[src/rtl/lfsr_chk_pkg.sv]
// Shared state encoding, widths and the XNOR LFSR step (taps 7,4) for lfsr_seq_checker.
package lfsr_chk_pkg;
  localparam int LFSR_W = 8;
  localparam int TAP_HI = 7;
  localparam int TAP_LO = 4;
  localparam logic [LFSR_W-1:0] LOCKUP_VAL = 8'hFF;

  typedef enum logic [1:0] {
    HUNT   = 2'd0,
    SYNC   = 2'd1,
    LOCKED = 2'd2
  } chk_state_e;

  function automatic logic [LFSR_W-1:0] lfsr_next(input logic [LFSR_W-1:0] x);
    return {x[LFSR_W-2:0], ~(x[TAP_HI] ^ x[TAP_LO])};
  endfunction
endpackage

[src/rtl/lfsr_seq_checker_popcount8.sv]
// 8-bit combinational population count used to size bit errors on a misprediction.
module lfsr_popcount8
  import lfsr_chk_pkg::*;
(
  input  logic [LFSR_W-1:0] data,
  output logic [3:0]        count
);
  always_comb begin
    count = '0;
    for (int i = 0; i < LFSR_W; i++) count = count + {3'b000, data[i]};
  end
endmodule

[config.mk]
export PLATFORM = sky130hd
export DESIGN_NAME = lfsr_popcount8
export DESIGN_NICKNAME = d
export VERILOG_FILES = /design/src/rtl/lfsr_chk_pkg.sv /design/src/rtl/lfsr_seq_checker_popcount8.sv
export SDC_FILE = /design/constraint.sdc
export NUM_CORES = 1
export LEC_CHECK = 0
export BUFFER_PORTS_ARGS = -buffer_cell sky130_fd_sc_hd__buf_2
export CAP_MARGIN = 20
export CORE_AREA = 3 3 40 42
export DETAILED_ROUTE_END_ITERATION = 16
export DIE_AREA = 0 0 43 45
export SLEW_MARGIN = 20
export SYNTH_ARGS = -nofsm -noshare
export SYNTH_HDL_FRONTEND = slang
export SYNTH_SLANG_ARGS = --single-unit
[constraint.sdc]
create_clock -name vclk -period 3.5
set_input_delay 0.7 -clock vclk [all_inputs]
set_output_delay 0.7 -clock vclk [all_outputs]
set_load 0.05 [all_outputs]
After elaboration in Yosys (flattened, before gate mapping)
Cells that the tools add are included.
- input bits: 8
- output and inout port bits: 4
- bits in registers: 0
- add/subtract/negate cells: 7
- operators by type and width (cell ; count):
    4-bit by 1-bit adder with 4-bit output ; 4
    3-bit by 1-bit adder with 4-bit output ; 1
    2-bit by 1-bit adder with 3-bit output ; 1
    1-bit by 1-bit adder with 2-bit output ; 1

Longest topological paths before layout
- depth in word-level cells: 7
- depth in mapped cells: 9
- depth with buffers taken out: 9

Least setup slack after synthesis
OpenSTA, ideal clock, no wires.
- kind: in2out
- start point: input port data[0]
- end point: output port count[2]
- path buffers: 0
- data required time: 2800 ps
- data arrival time: 3573 ps
- cell stages on the path: 9
- setup slack: -773 ps
- cell sequence: inv_1 > fa_1 > fa_1 > fa_1 > inv_1 > ha_1 > inv_1 > fa_1 > xnor2_1
- longest elaborated chain between the ends: 7
- RTL lines (item ; line ; text):
    start, declared ; lfsr_seq_checker_popcount8.sv:5 ; input logic [LFSR_W-1:0] data,
    1-bit by 1-bit adder with 2-bit output ; lfsr_seq_checker_popcount8.sv:10 ; for (int i = 0; i < LFSR_W; i++) count = count + {3'b000, data[i]};
    2-bit by 1-bit adder with 3-bit output ; lfsr_seq_checker_popcount8.sv:10 ;
    3-bit by 1-bit adder with 4-bit output ; lfsr_seq_checker_popcount8.sv:10 ;
    4-bit by 1-bit adder with 4-bit output (4 in a row) ; lfsr_seq_checker_popcount8.sv:10 ;
    end, declared ; lfsr_seq_checker_popcount8.sv:6 ; output logic [3:0] count
No other way between the ends.

Final worst setup path
- start point: input port data[0]
- end point: output port count[1]
Same word-level chain as after synthesis.

==> impl_metrics.json <==
{
  "status": "finished with violations",
  "violations": "setup timing",
  "layout.cells.non_filler": 54,
  "final.period_utilization_pct": 113,
  "drtPass1Iterations": 1,
  "first_global_vias": 241,
  "relSlewSlack_pct": 85.5,
  "fp.dieH_um": 45,
  "fillers": 141,
  "dpl_worst_slack_ns": -0.564,
  "drt_drc_violations_left": 0,
  "drive_above_1_share_pct": 69.2,
  "die_area_um2": 1940,
  "grt_overflow_total": 0,
  "worstSetupEndpointType": "primary output",
  "period_minus_slack_ns": 3.95,
  "numPlacedInstances": 51,
  "via_per_inst": 3.59,
  "areaGrowthSynthToFinish_pct": 120,
  "power.leakage_uw": 0.000214,
  "core-area_um2": 1280,
  "hold_class": "in -> out",
  "seq_cell_count": 0,
  "whs_ns": 1.78,
  "crit_arrival_ns": 3.25,
  "worst_pin_slew_ns": 0.217,
  "n_antenna_cell": 0,
  "finalPower_uw": 239,
  "place.detailed.hpwl_um": 324,
  "setup_slack_ns": -0.452,
  "die_x_um": 43,
  "timing.max_cap.violations": 0,
  "antenna_found_initial": 0,
  "synth-warning-count": 0,
  "gp_congestion": 0.642,
  "critical_path_required_ns": 2.80,
  "grt_max_degree": 3,
  "regArea_um2": 0,
  "cp-start-kind": "primary input",
  "final-setup-viol-count": 3,
  "cts_hold_buf": 0,
  "ant_nets": 0,
  "io_buffer_count": 12,
  "power_density_nw_per_um2": 572,
  "worst-setup-path-type": "in -> out",
  "synth_nets": 39,
  "finalHoldViolCount": 0,
  "synth_cells": 24,
  "synth_area_per_cell_um2": 7.92,
  "rows": 13,
  "synth_cell_types": 6,
  "grt.total_usage_pct": 6.59,
  "netlist_area_um2": 190,
  "max_freq_ghz": 0.253,
  "fin_nets": 56,
  "pin_count": 12,
  "start_util_pct": 14.8,
  "clock_buffers": 0,
  "ys_seq_area_share_pct": 0,
  "grt_first_pass_wirelength_um": 966,
  "vdd_drop_max_mv": 0.113,
  "crit_fanout": 2,
  "wl_per_cell_um": 8.65,
  "drt_iter0_drc": 0,
  "drv_slew": 0,
  "wirelength_um": 467,
  "rsz0062_at_grt": "true",
  "vias": 194
}
==> Yosys cell counts (all sizes together) <==
cell	number	area share, %
ha	3	20
a21oi	1	2.6
fa	4	42
inv	14	28
xnor2	1	4.6
nor2b	1	3.3
==> critical path: stages <==
cell and delay [ns]:
buf_8 0.08, inv_8 0.02, fa_1 0.48, fa_1 0.51, fa_2 0.44, inv_2 0.08, ha_4 0.13, inv_2 0.03
fa_2 0.54, clkinvlp_4 0.09, buf_8 0.15
==> through the flow <==
step	setup TNS [ns]	instance area, um2	util [%]
detailed placement	-1.50	312	24.2
finish	-1.22	418	32.5
floorplan	-0.642	233	-
global route	-1.49	418	32.5
global placement	-1.47	312	24.2
CTS	-1.26	410	31.9
==> final timing paths <==
path,cells past startpoint,slack (ns),start,end
setup / recovery,11,-0.45,data[0],count[1]
hold / removal,3,1.78,data[2],count[0]
==> cells by family after synthesis <==
family | share of synthesized area [%]
AOI/OAI and AO/OA | 2.63
adders and majority gates | 61.8
and+or+nand+nor | 3.29
buffers and inverters | 27.6
xor gates and xnor gates | 4.61
==> timing repair <==
action | 4_1_cts | 5_1_grt
setup endpoints to repair | 4 | 4
pin swaps | 4 | 3
gates resized for setup | 22 | 3
setup buffers | 3 | 1
==> cell usage in the layout (no fill, tap or decap), drive strengths merged <==
cell	netlist	routed
nor2b	1	1
buf	0	15
a21oi	1	1
ha	3	3
xnor2	1	1
fa	4	4
inv	14	13
clkinvlp	0	1
==> cell type report <==
type | count | area (um2) | area share, %
inverter | 14 | 63.8 | 15.3
multi-input combinational | 10 | 193 | 46.1
timing repair buffer | 15 | 143 | 34.1
tap | 15 | 18.8 | 4.49
==> power breakdown <==
| part | internal (uW) | leakage, uW | switching, uW |
|---|---|---|---|
| sequential | 0 | 0 | 0 |
| clock | 0 | 0 | 0 |
| combinational | 111 | 0.000214 | 128 |
==> metal layers <==
| metal | vias up | wire length, um | global-route usage [%] |
|---|---|---|---|
| met5 | - | 0 | 0 |
| met4 | 0 | 16 | 3.61 |
| met3 | 2 | 43 | 1.99 |
| li1 | 92 | - | - |
| met1 | 92 | 106 | 4.85 |
| met2 | 8 | 301 | 14.4 |
(Power assumes the default switching activity.)
